### src/rtl/core_wb_pkg.sv
// Shared types and helpers for the pipelined Wishbone master.
package core_wb_pkg;

    typedef enum logic [1:0] {
        IDLE  = 2'd0,
        BUS   = 2'd1,
        ABORT = 2'd2
    } wb_state_e;

    // Wide all-ones pattern; users slice it to their data width.
    localparam logic [1023:0] RDATA_DEFAULT = '1;

    // Bits needed to hold any value in 0..max_val (minimum 1).
    function automatic int unsigned width_for(input int unsigned max_val);
        for (int unsigned i = 1; i < 32; i++) begin
            if ((max_val >> i) == 0) begin
                return i;
            end
        end
        return 32;
    endfunction

endpackage

### src/rtl/core_wb_timeout_counter.sv
// Counts idle bus cycles; expired_o flags the cycle that would reach TIMEOUT_CYCLES.
module core_wb_timeout_counter
    import core_wb_pkg::*;
#(
    parameter int unsigned TIMEOUT_CYCLES = 255
) (
    input  logic clk_i,
    input  logic rst_ni,
    input  logic enable_i,
    input  logic clear_i,
    output logic expired_o
);

    localparam int unsigned CW = width_for(TIMEOUT_CYCLES);
    localparam logic [CW-1:0] LAST = (TIMEOUT_CYCLES == 0) ? '0 : CW'(TIMEOUT_CYCLES - 1);

    logic [CW-1:0] cnt_q;
    logic [CW-1:0] cnt_d;

    always_comb begin
        cnt_d = cnt_q;
        if (clear_i || !enable_i || (TIMEOUT_CYCLES == 0)) begin
            cnt_d = '0;
        end else begin
            cnt_d = cnt_q + CW'(1);
        end
    end

    always_ff @(posedge clk_i or negedge rst_ni) begin
        if (!rst_ni) begin
            cnt_q <= '0;
        end else begin
            cnt_q <= cnt_d;
        end
    end

    // Fires combinationally so the abort lands on the same edge the count would hit the limit.
    assign expired_o = (TIMEOUT_CYCLES != 0) && enable_i && !clear_i && (cnt_q == LAST);

endmodule

### src/rtl/core_wb_master_pipelined.sv
// Wishbone pipelined-mode master: multiple in-flight transactions, stall-aware,
// one in-order response per transaction with error/timeout flush.
module core_wb_master_pipelined
    import core_wb_pkg::*;
#(
    parameter int unsigned ADDR_WIDTH      = 28,
    parameter int unsigned DATA_WIDTH      = 32,
    parameter int unsigned SEL_WIDTH       = DATA_WIDTH / 8,
    parameter int unsigned MAX_OUTSTANDING = 4,
    parameter int unsigned TIMEOUT_CYCLES  = 255
) (
    input  logic                  wb_clk_i,
    input  logic                  wb_rst_n_i,
    output logic                  wb_cyc_o,
    output logic                  wb_stb_o,
    output logic                  wb_we_o,
    output logic [SEL_WIDTH-1:0]  wb_sel_o,
    output logic [ADDR_WIDTH-1:0] wb_adr_o,
    output logic [DATA_WIDTH-1:0] wb_data_o,
    input  logic                  wb_ack_i,
    input  logic                  wb_stall_i,
    input  logic                  wb_error_i,
    input  logic [DATA_WIDTH-1:0] wb_data_i,
    input  logic                  req_valid,
    output logic                  req_ready,
    input  logic                  req_write,
    input  logic [ADDR_WIDTH-1:0] req_addr,
    input  logic [SEL_WIDTH-1:0]  req_sel,
    input  logic [DATA_WIDTH-1:0] req_wdata,
    output logic                  rsp_valid,
    output logic                  rsp_write,
    output logic [DATA_WIDTH-1:0] rsp_rdata,
    output logic                  rsp_error,
    output logic                  rsp_timeout,
    output logic                  busy
);

    localparam int unsigned OW = width_for(MAX_OUTSTANDING);
    localparam logic [OW-1:0] OUT_MAX = OW'(MAX_OUTSTANDING);
    localparam logic [DATA_WIDTH-1:0] RD_DEFAULT = RDATA_DEFAULT[DATA_WIDTH-1:0];

    wb_state_e             state_q;
    logic                  cyc_q;
    logic                  stb_q;
    logic                  we_q;
    logic [SEL_WIDTH-1:0]  sel_q;
    logic [ADDR_WIDTH-1:0] adr_q;
    logic [DATA_WIDTH-1:0] wdat_q;
    logic [OW-1:0]         out_q;
    logic [OW-1:0]         out_d;
    logic                  rsp_valid_q;
    logic                  rsp_write_q;
    logic [DATA_WIDTH-1:0] rsp_rdata_q;
    logic                  rsp_error_q;
    logic                  rsp_timeout_q;

    logic ready;
    logic accept;
    logic in_bus;
    logic has_out;
    logic bus_fail;
    logic bus_ack;
    logic flush;
    logic last_flush;
    logic stb_d;
    logic tmo_clear;
    logic tmo_expired;

    always_comb begin
        in_bus     = (state_q == BUS);
        has_out    = (out_q != '0);
        ready      = (state_q != ABORT) && (out_q < OUT_MAX) && (!stb_q || !wb_stall_i) &&
                     (!has_out || (req_write == we_q));
        accept     = req_valid && ready;
        bus_fail   = in_bus && has_out && (wb_error_i || tmo_expired);
        bus_ack    = in_bus && has_out && wb_ack_i && !wb_error_i;
        flush      = (state_q == ABORT) && has_out;
        last_flush = !has_out || (out_q == OW'(1));
        stb_d      = accept || (stb_q && wb_stall_i);
        tmo_clear  = accept || (in_bus && wb_ack_i);
        out_d      = out_q + OW'(accept) - OW'(bus_ack || bus_fail || flush);
    end

    core_wb_timeout_counter #(
        .TIMEOUT_CYCLES(TIMEOUT_CYCLES)
    ) u_timeout (
        .clk_i    (wb_clk_i),
        .rst_ni   (wb_rst_n_i),
        .enable_i (in_bus),
        .clear_i  (tmo_clear),
        .expired_o(tmo_expired)
    );

    always_ff @(posedge wb_clk_i or negedge wb_rst_n_i) begin
        if (!wb_rst_n_i) begin
            state_q       <= IDLE;
            cyc_q         <= 1'b0;
            stb_q         <= 1'b0;
            we_q          <= 1'b0;
            sel_q         <= '0;
            adr_q         <= '0;
            wdat_q        <= '0;
            out_q         <= '0;
            rsp_valid_q   <= 1'b0;
            rsp_write_q   <= 1'b0;
            rsp_rdata_q   <= RD_DEFAULT;
            rsp_error_q   <= 1'b0;
            rsp_timeout_q <= 1'b0;
        end else begin
            out_q         <= out_d;
            rsp_valid_q   <= 1'b0;
            rsp_error_q   <= 1'b0;
            rsp_timeout_q <= 1'b0;
            rsp_rdata_q   <= RD_DEFAULT;
            // All outstanding transactions share one direction, so we_q names the responder.
            rsp_write_q   <= we_q;
            if (accept) begin
                adr_q  <= req_addr;
                sel_q  <= req_sel;
                wdat_q <= req_wdata;
                we_q   <= req_write;
            end
            case (state_q)
                IDLE: begin
                    if (accept) begin
                        state_q <= BUS;
                        cyc_q   <= 1'b1;
                        stb_q   <= 1'b1;
                    end
                end
                BUS: begin
                    if (bus_fail) begin
                        state_q       <= ABORT;
                        cyc_q         <= 1'b0;
                        stb_q         <= 1'b0;
                        rsp_valid_q   <= 1'b1;
                        rsp_error_q   <= 1'b1;
                        rsp_timeout_q <= !wb_error_i;
                    end else begin
                        stb_q <= stb_d;
                        if (bus_ack) begin
                            rsp_valid_q <= 1'b1;
                            if (!we_q) begin
                                rsp_rdata_q <= wb_data_i;
                            end
                        end
                        if ((out_d == '0) && !stb_d) begin
                            state_q <= IDLE;
                            cyc_q   <= 1'b0;
                        end
                    end
                end
                ABORT: begin
                    if (flush) begin
                        rsp_valid_q <= 1'b1;
                        rsp_error_q <= 1'b1;
                    end
                    if (last_flush) begin
                        state_q <= IDLE;
                    end
                end
                default: begin
                    state_q <= IDLE;
                    cyc_q   <= 1'b0;
                    stb_q   <= 1'b0;
                end
            endcase
        end
    end

    assign wb_cyc_o    = cyc_q;
    assign wb_stb_o    = stb_q;
    assign wb_we_o     = we_q;
    assign wb_sel_o    = sel_q;
    assign wb_adr_o    = adr_q;
    assign wb_data_o   = wdat_q;
    assign req_ready   = ready;
    assign rsp_valid   = rsp_valid_q;
    assign rsp_write   = rsp_write_q;
    assign rsp_rdata   = rsp_rdata_q;
    assign rsp_error   = rsp_error_q;
    assign rsp_timeout = rsp_timeout_q;
    assign busy        = (state_q != IDLE) || req_valid;

endmodule
### config.mk
export PLATFORM = sky130hd
export DESIGN_NAME = core_wb_master_pipelined
export DESIGN_NICKNAME = d
export VERILOG_FILES = /design/src/rtl/core_wb_pkg.sv /design/src/rtl/core_wb_timeout_counter.sv /design/src/rtl/core_wb_master_pipelined.sv
export SDC_FILE = /design/constraint.sdc
export NUM_CORES = 1
export LEC_CHECK = 0
export ABC_CLOCK_PERIOD_IN_PS = 7700
export CAP_MARGIN = 40
export CORE_MARGIN = 10
export CORE_UTILIZATION = 44
export CTS_CLUSTER_SIZE = 10
export DETAILED_ROUTE_END_ITERATION = 8
export HOLD_SLACK_MARGIN = 0.05
export PLACE_DENSITY_LB_ADDON = 0.2
export SLEW_MARGIN = 20
export SYNTH_ARGS = -nofsm -noshare
export SYNTH_HDL_FRONTEND = slang
export SYNTH_SLANG_ARGS = --single-unit
### constraint.sdc
create_clock -name wb_clk_i -period 7.7 [get_ports wb_clk_i]
set_input_delay 1.54 -clock wb_clk_i [delete_from_list [all_inputs] [get_ports wb_clk_i]]
set_output_delay 1.54 -clock wb_clk_i [all_outputs]
set_load 0.005 [all_outputs]
# == Yosys cells after proc, flatten, opt, wreduce, memory -nomap -nowiden ==
# Index checks and enable logic that the tools add are counted.
# word_totals
romBits,0
elab_cells,90
regBits,116
input_bits,103
mem_count,0
mem_bits_rw,0
output_inout_bits,105
latchBits,0
# classes
n_bitwise,1
eq_ne,9
mux,24
n_shift,0
div_mod_pow,0
reduce_logical,38
mul,0
n_lt_le_gt_ge,1
addsub,3
# op_table
cell,count
$mux W32,4
$logic_and A1 B1 Y1,14
$logic_or A1 B1 Y1,10
$mux W1,10
$add A8 B1 Y8 const B,1
$eq A8 B8 Y1 const B,1
$mux W2,4
$mux W8,1
$logic_not A1 Y1,7
$ne A2 B2 Y1 const B,3
$pmux W1 S3,2
$pmux W2 S3,1
$reduce_and A3 Y1,2
$pmux W1 S2,2
$add A3 B1 Y3,1
$eq A3 B1 Y1 const B,1
$logic_not A3 Y1,1
$lt A3 B3 Y1 const B,1
$ne A3 B3 Y1 const B,1
$reduce_bool A3 Y1,1
$sub A3 B1 Y3,1
$eq A2 B1 Y1 const B,1
$eq A2 B2 Y1 const B,1
$logic_not A2 Y1,1
other kinds (4),4

# == Depth between registers and ports, before layout ==
# Gate-level depths: netlist of the first run.
# depth
word_depth,19
ltp_mapped,17
mapped_depth_nobuf,17

# == Modules after synthesis ==
# From an unflattened synthesis of the first run, not the netlist that was laid out.
# unflattened
cells_unflattened,444
area_unflattened_um2,4549.4
# modules_own_cells
module,area_per_inst_um2,cells_each,seq_area_each_um2,instances
core_wb_master_pipelined,4172.8,406,2742.6,1
core_wb_timeout_counter,376.6,38,200.2,1

# == Least setup slack after synthesis of the first run ==
# No wires, ideal clock.
# synth_timing
kind,input-to-reg
from,input wb_stall_i
to,register state_q[1]
cell_stages,15
path_buffers,0
required_time_ns,7.574
arrival_ns,4.172
slack_ns,3.402
setup_time_ns,0.126
path_cell_list,a211oi_1 -> o211a_1 -> inv_2 -> a21oi_1 -> o21ai_0 -> ha_1 -> inv_1 -> ha_1 -> inv_1 -> fa_1 -> inv_1 -> a211o_1 -> a311o_1 -> and3_1 -> a221o_1
# synth_via
elab_chain_len,18
elab_cells_between_ends,25
classes_between,add/sub (2); eq/ne (2); mux (2); reduce/logical (19)
# synth_rtl
element,line,source
"start, declared",core_wb_master_pipelined.sv:21,"input logic wb_stall_i,"
$logic_not A1 Y1 (*),core_wb_master_pipelined.sv:72,ready = (state_q != ABORT) && (out_q < OUT_MAX) && (!stb_q || !wb_stall_i) &&
$logic_or A1 B1 Y1 (*),core_wb_master_pipelined.sv:72,
$logic_and A1 B1 Y1 (*) (2 in a row),core_wb_master_pipelined.sv:72,
$logic_and A1 B1 Y1 (*),core_wb_master_pipelined.sv:74,accept = req_valid && ready;
$logic_or A1 B1 Y1,core_wb_master_pipelined.sv:80,tmo_clear = accept || (in_bus && wb_ack_i);
$logic_not A1 Y1,core_wb_timeout_counter.sv:38,assign expired_o = (TIMEOUT_CYCLES != 0) && enable_i && !clear_i && (cnt_q == LAST);
$logic_and A1 B1 Y1 (2 in a row),core_wb_timeout_counter.sv:38,
$logic_or A1 B1 Y1,core_wb_master_pipelined.sv:75,bus_fail = in_bus && has_out && (wb_error_i || tmo_expired);
$logic_and A1 B1 Y1,core_wb_master_pipelined.sv:75,
$logic_or A1 B1 Y1 (2 in a row),core_wb_master_pipelined.sv:81,out_d = out_q + OW'(accept) - OW'(bus_ack || bus_fail || flush);
$sub A3 B1 Y3 (*),core_wb_master_pipelined.sv:81,
via out_d[1],core_wb_master_pipelined.sv:50,logic [OW-1:0] out_d;
$logic_not A3 Y1 (*),core_wb_master_pipelined.sv:147,if ((out_d == '0) && !stb_d) begin
$logic_and A1 B1 Y1 (*),core_wb_master_pipelined.sv:147,
$ne A3 B3 Y1 (no source line) (*),--,
$reduce_and A3 Y1 (no source line) (*),--,
"end signal, assigned",core_wb_master_pipelined.sv:148,state_q <= IDLE;
"end signal, assigned",core_wb_master_pipelined.sv:159,state_q <= IDLE;
"end signal, assigned",core_wb_master_pipelined.sv:163,state_q <= IDLE;
"end, declared",core_wb_master_pipelined.sv:42,wb_state_e state_q;
# Mark *: on every way through the listed nets, which the timed path passes. The rest lies on a longest branch.
# A chain may end at the register's enable or synchronous reset.

# == Final worst setup path of the first run ==
# Ends and elaborated chain as after synthesis.

==> results.json, run 1 <==
{
  "clk-insertion-delay-late_ns": 0.51,
  "finish.utilization_pct": 74.4,
  "worstPathBufferInverterCount": 5,
  "timing.final.crit_share_pct": 67.2,
  "die-height_um": 121,
  "std_cell_rows": 36,
  "p_total_mw": 2.83,
  "wl_per_cell_um": 18.7,
  "ioPinCount": 208,
  "dp_hpwl_mm": 9.52,
  "grt_pass1_wl_mm": 19.7,
  "area_enclosed_by_the_die_boundary_mm2": 0.0147,
  "mappedNetlistArea_mm2": 0.00450,
  "synthesis.instances": 309,
  "power_per_cell_area_mw_per_mm2": 386,
  "status": "completed",
  "final_antenna_net_count": 0,
  "ff2ff_setup_slack_ns": 3.25,
  "clk_pin_slew_ns": 0.06,
  "setup_viol": 0,
  "synth_flop_cell": "dfrtp_1",
  "path_max_fanout": 44,
  "synthesis.area_per_instance_um2": 14.6,
  "holdCritPathClass": "reg -> reg",
  "nNetsFinal": 637,
  "total_via_count_in_the_routed_design": 3216,
  "number_of_antenna_violations_at_the_first_check_in_global_routing": 0,
  "largest_net_degree_at_the_start_of_global_routing": 60,
  "ws_path_type": "in -> reg",
  "period_minus_slack_ns": 5.17,
  "fin_setup_tns_ns": 0,
  "clock_tree_from_tritoncts": "done",
  "place_congestion": 0.835,
  "avgViaCountPerCell": 4.79,
  "finalWorstSetupSlack_ns": 2.53,
  "fillers": 636,
  "syn2layout_area_growth_pct": 63.1,
  "port_buffer_cells": 207,
  "grt_setup_unrepaired": "no",
  "synth_seq_area_share_pct": 65.4,
  "cts_setup_buffers": 0,
  "floorplan.initialDensity_pct": 45.6,
  "synth_edf_count": 0,
  "hold_viol": 0,
  "initialDrtViolationCount": 115,
  "htree_levels": 4,
  "total_leakage_power_nw": 3.01,
  "timing_max_transition_violations_final": 0,
  "cts-resized-gates": 0,
  "ir_drop_uv": 183,
  "post_route_cells_drive_above_1_share_pct": 30.4,
  "routed_wire_length_mm": 12.6,
  "final.setup_skew_ns": 0.00558,
  "postSynth.asyncResetShare_pct": 100,
  "vias_in_the_first_global_route": 3494,
  "critPathLaunchType": "input pin",
  "cts_num_sinks": 116,
  "max_freq_mhz": 193,
  "worstPathRequired_ns": 8.09,
  "syn_nets": 420,
  "tightest_slew_ns": 0.724,
  "cp_cell_sequence": "clkdlybuf4s50_1 > a211oi_1 > o211a_4 > buf_12 > inv_2 > a21oi_1 > o21ai_0 > ha_1 > inv_1 > ha_1 > inv_1 > fa_1 > xnor2_1 > xnor2_1 > a311o_1 > and3_1 > a221o_1",
  "ctsRootBufferMaster": "clkbuf_8",
  "drt_pre_antenna_iters": 4,
  "cp_data_arrival_time_ns": 5.56,
  "cts_hold_buf": 0,
  "grt_usage_pct": 17.5,
  "clock_buffers_created_by_tritoncts": 17,
  "crit_slowest_cell": "o211a_4",
  "crit_family": "compound AO/OA/AOI/OAI gates",
  "end_kind": "flip-flop",
  "maximum_number_of_buffers_from_clock_root_to_sink": 2,
  "die_width_um": 121,
  "max-slew-margin-rel_pct": 51.6,
  "critical-path-max-stage-delay_ns": 0.48,
  "core_area_mm2": 0.00986,
  "antenna-diode-count": 0,
  "postSynthRegisterBits": 116,
  "cap_violations": 0,
  "place_worst_setup_slack_ns": 2.05,
  "synthesis.yosys.warnings": 0,
  "global_route.overflow_total": 0,
  "post-route-drc-count": 0,
  "yosysUniqueCellTypes": 42
}
==> sequential cells by signal, summed over array words and instances, names as in the netlist <==
name and cells:
out_q 3, wb_we_o 1, wb_cyc_o 1, rsp_write 1, u_timeout.cnt_q 8, rsp_timeout 1
rsp_error 1, wb_stb_o 1, wb_adr_o 28, rsp_rdata 32, wb_sel_o 4, rsp_valid 1
state_q 2, wb_data_o 32
==> metrics by stage <==
step,instance area [um2],std cells,hold WS [ns]
final,7340,672,0.502
after detailed placement,6710,640,0.481
after floorplan,4500,309,0.451
after CTS,7340,672,0.506
after global placement,6690,639,0.469
after global routing,7340,672,0.515
==> layout by cell type (no fill, tap or decap), types with 4 or more instances in the layout <==
master / count
nand2_1: 9
bufinv_16: 5
clkinv_2: 4
a21oi_1: 4
dfrtp_1: 84
or2_2: 32
nor2_1: 13
dfstp_2: 32
mux2_2: 64
ha_1: 7
clkdlybuf4s50_1: 206
xnor2_1: 7
clkbuf_16: 16
inv_1: 8
==> cell type report <==
class	instances	area (um2)	share of cell area [%]
inverters	9	33.8	0.461
clock inverters	10	178	2.42
repair buffers	209	2100	28.6
flip-flops and latches	116	2940	40.1
clock buffers	22	453	6.17
well taps	133	166	2.27
multi-input cells	173	1470	20.0
==> layer usage <==
layer,track usage [%],part of all wire [%],vias to the layer above
met3,10.3,13,9
met4,6.79,0.79,0
met1,18.9,38,1562
met2,27.6,48,160
li1,-,-,1485
met5,0,0,-
==> synthesized netlist by cell type (3+ instances only) <==
library cell,n,share of area (%)
mux2_2,64,16
dfstp_2,32,19
nand2_1,9,0.75
dfrtp_1,84,47
inv_1,8,0.67
nor2_1,13,1.1
ha_1,7,1.9
nand3_1,3,0.33
xnor2_1,7,1.4
o21ai_0,3,0.33
or2_2,32,4.5
clkbuf_1,4,0.33
a21oi_1,4,0.45
nor3_1,3,0.33
buf_4,5,0.83
==> logic make-up (layout without fill, tap and decap cells) <==
logic type               count (synthesis)  count (layout)  share of synthesized area, %
buffers and inverters                   20             250                          2.14
multiplexers                            65              65                          16.2
AND/OR/NAND/NOR                         71              71                          8.76
AO/OA/AOI/OAI                           20              20                          3.26
XOR/XNOR                                 9               9                          1.75
flip-flops                             116             116                          65.4
adder cells (fa/ha/maj)                  8               8                          2.39
==> final timing paths <==
path                            cells after the start            end          from
worst max-delay path                               17     state_q[1]    wb_stall_i
worst min-delay path                                1   wb_adr_o[16]  wb_adr_o[16]
worst max register to register                     18     state_q[1]    state_q[0]
worst min register to register                      1   wb_adr_o[16]  wb_adr_o[16]
max in group asynchronous                           2   wb_adr_o[15]    wb_rst_n_i
min in group asynchronous                           1  wb_data_o[26]    wb_rst_n_i
==> report_power, final <==
group          internal [mW]  switching (mW)  total (mW)  leakage (nW)
Combinational          0.663           0.374        1.04          1.34
Sequential             0.839           0.122       0.962          1.36
Clock                  0.573           0.263       0.836         0.309
Total                   2.07           0.759        2.83          3.01
==> worst reg2reg max path: cells and delay by family, from the launching register on <==
kind                     cells  cell delay (ns)
buffers and inverters        5             0.59
flip-flops                   1             0.35
XOR/XNOR                     2             0.31
AND/OR/NAND/NOR              1             0.19
AO/OA/AOI/OAI                6             1.77
adder cells (fa/ha/maj)      4             1.13
Note: power is estimated with default switching activity, not from simulation.
==> run 2, diff against run 1 <==
- ABC_CLOCK_PERIOD_IN_PS: 7700 -> 4700
- CORE_UTILIZATION: 44 -> 37
- clock period: 7.7 -> 4.7 ns (I/O delays scaled with it)
==> run 2 against run 1 <==
  * Die area grew 16%
  * Final cell count grew 2.2%
  * Global-route usage shrank 2.8 points
  * Register-to-register slack lost 2.3 ns
  * Sequential share of layout area grew 0.36 points
  * Clock power grew 34%
  * Wire length shrank 2.4%
  * First-iteration DRC count grew 22%
  * Via count shrank 1.4%
  * Hold slack lost 0.055 ns
  * Final area shrank 0.89%
  * Core utilization shrank 14 points
==> results.json, run 2 (synthesis gave the netlist of run 1 again) <==
{
  "port_buffer_cells": 207,
  "final.setup_skew_ns": 0.00920,
  "nNetsFinal": 639,
  "timing_max_transition_violations_final": 0,
  "die-height_um": 130,
  "die_width_um": 130,
  "grt_usage_pct": 14.7,
  "core_area_mm2": 0.0120,
  "ff2ff_setup_slack_ns": 0.91,
  "holdCritPathClass": "in -> async",
  "maximum_number_of_buffers_from_clock_root_to_sink": 2,
  "whs_ns": 0.447,
  "tightest_slew_ns": 0.756,
  "ir_drop_uv": 226,
  "layout.area.seq_mm2": 0.00294,
  "worst-r2r-cell-count": 17,
  "clk-insertion-delay-late_ns": 0.40,
  "initialDrtViolationCount": 140,
  "fin_setup_tns_ns": 0,
  "cts-resized-gates": 0,
  "avgViaCountPerCell": 4.61,
  "commonest_non_fill_non_tap_cells_in_the_layout": "clkdlybuf4s50_1 (206), dfrtp_1 (84), mux2_2 (64)",
  "htree_levels": 4,
  "cp_data_arrival_time_ns": 4.33,
  "area_enclosed_by_the_die_boundary_mm2": 0.0170,
  "post_route_cells_drive_above_1_share_pct": 30.4,
  "max-slew-margin-rel_pct": 49.5,
  "floorplan.initialDensity_pct": 37.6,
  "critical-path-max-stage-delay_ns": 0.47,
  "setup_viol": 0,
  "max_freq_mhz": 247,
  "final_antenna_net_count": 0,
  "cap_violations": 0,
  "power_per_cell_area_mw_per_mm2": 603,
  "final_common_cell": "clkdlybuf4s50_1",
  "multi_input_comb_area_mm2": 0.00147,
  "largest_net_degree_at_the_start_of_global_routing": 69,
  "grt_pass1_wl_mm": 19.0,
  "total_via_count_in_the_routed_design": 3170,
  "clk_pin_slew_ns": 0.05,
  "ctsRootBufferMaster": "clkbuf_16",
  "crit_family": "compound AO/OA/AOI/OAI gates",
  "vias_in_the_first_global_route": 3511,
  "timing.final.crit_share_pct": 86.0,
  "global_route.overflow_total": 0,
  "cp_cell_sequence": "clkdlybuf4s50_1 > a211oi_1 > o211a_4 > inv_2 > a21oi_1 > o21ai_0 > ha_1 > inv_1 > ha_1 > inv_1 > fa_1 > inv_1 > a211o_1 > a311o_1 > and3_1 > a221o_1",
  "cts_hold_buf": 0,
  "place_congestion": 0.848,
  "period_minus_slack_ns": 4.04,
  "ioPinCount": 208,
  "fillers": 994,
  "r2r_start": "state_q[0]",
  "end_kind": "flip-flop",
  "post-route-drc-count": 0,
  "number_of_antenna_violations_at_the_first_check_in_global_routing": 0,
  "hold_viol": 0,
  "timing.critical_path.mode_cell": "inv_1",
  "clock_buffers_created_by_tritoncts": 17,
  "grt_setup_unrepaired": "no",
  "cts_num_sinks": 116,
  "path_max_fanout": 5,
  "routed_wire_length_mm": 12.3,
  "worstPathRequired_ns": 4.98,
  "critPathLaunchType": "input pin",
  "timing.critical_path.depth": 16,
  "cts_setup_buffers": 0,
  "wl_per_cell_um": 17.9,
  "ws_path_type": "in -> reg",
  "worst_r2r_endpoint": "state_q[1]",
  "drt_pre_antenna_iters": 4,
  "std_cell_rows": 40,
  "syn2layout_area_growth_pct": 61.7,
  "dp_hpwl_mm": 9.39,
  "crit_slowest_cell": "clkdlybuf4s50_1",
  "status": "completed",
  "total_leakage_power_nw": 2.98,
  "clock_tree_from_tritoncts": "done",
  "worstPathBufferInverterCount": 5,
  "antenna-diode-count": 0
}
[run 2: cell types whose count changed in the layout (fill, tap and decap cells not counted), sizes merged]
cell	previous run	this run
buf	3	5
bufinv	5	0
clkbuf	22	25
clkinv	4	6
clkinvlp	1	0
[run 2: worst max path at each step]
stage,slack [ns],startpoint,end
floorplan,1.00,wb_stall_i,state_q[1]
global placement,0.39,wb_stall_i,state_q[1]
CTS,0.68,wb_stall_i,state_q[1]
detailed placement,0.25,wb_stall_i,state_q[1]
global route,0.42,wb_stall_i,state_q[0]
finish,0.66,wb_stall_i,state_q[1]
[run 2: per-stage QoR]
step / cells / cell area, um2 / setup slack (ns) / util, % / power (mW)
global route: 687 / 7270 / 0.419 / 60.8 / 4.67
finish: 687 / 7270 / 0.657 / 60.8 / 4.38
CTS: 686 / 7240 / 0.682 / 60.6 / 4.44
floorplan: 309 / 4500 / 1.00 / - / 2.30
global placement: 655 / 6720 / 0.392 / 56.2 / 3.24
detailed placement: 655 / 6720 / 0.249 / 56.2 / 3.30
[run 2: metal layers]
layer	part of all wire, %	global-route usage (%)	wire [um]	up-vias
li1	-	-	-	1483
met1	38	15.9	4700	1525
met2	45	22.0	5540	149
met3	15	9.70	1870	13
met4	1.5	6.55	184	0
met5	0	0	0	-
[run 2: where the power goes]
group | leakage [nW] | switching (mW) | total (mW) | internal (mW)
registers | 1.36 | 0.197 | 1.57 | 1.38
clock network | 0.266 | 0.406 | 1.12 | 0.718
logic | 1.35 | 0.596 | 1.69 | 1.09
total | 2.98 | 1.20 | 4.38 | 3.18
[run 2: cell type report]
cell class / instances / area share, %
Inverter: 9 / 0.465
Multi-Input combinational cell: 173 / 20.2
Clock inverter: 6 / 0.413
Sequential cell: 116 / 40.5
Tap cell: 147 / 2.53
Timing Repair Buffer: 211 / 29.2
Clock buffer: 25 / 6.81
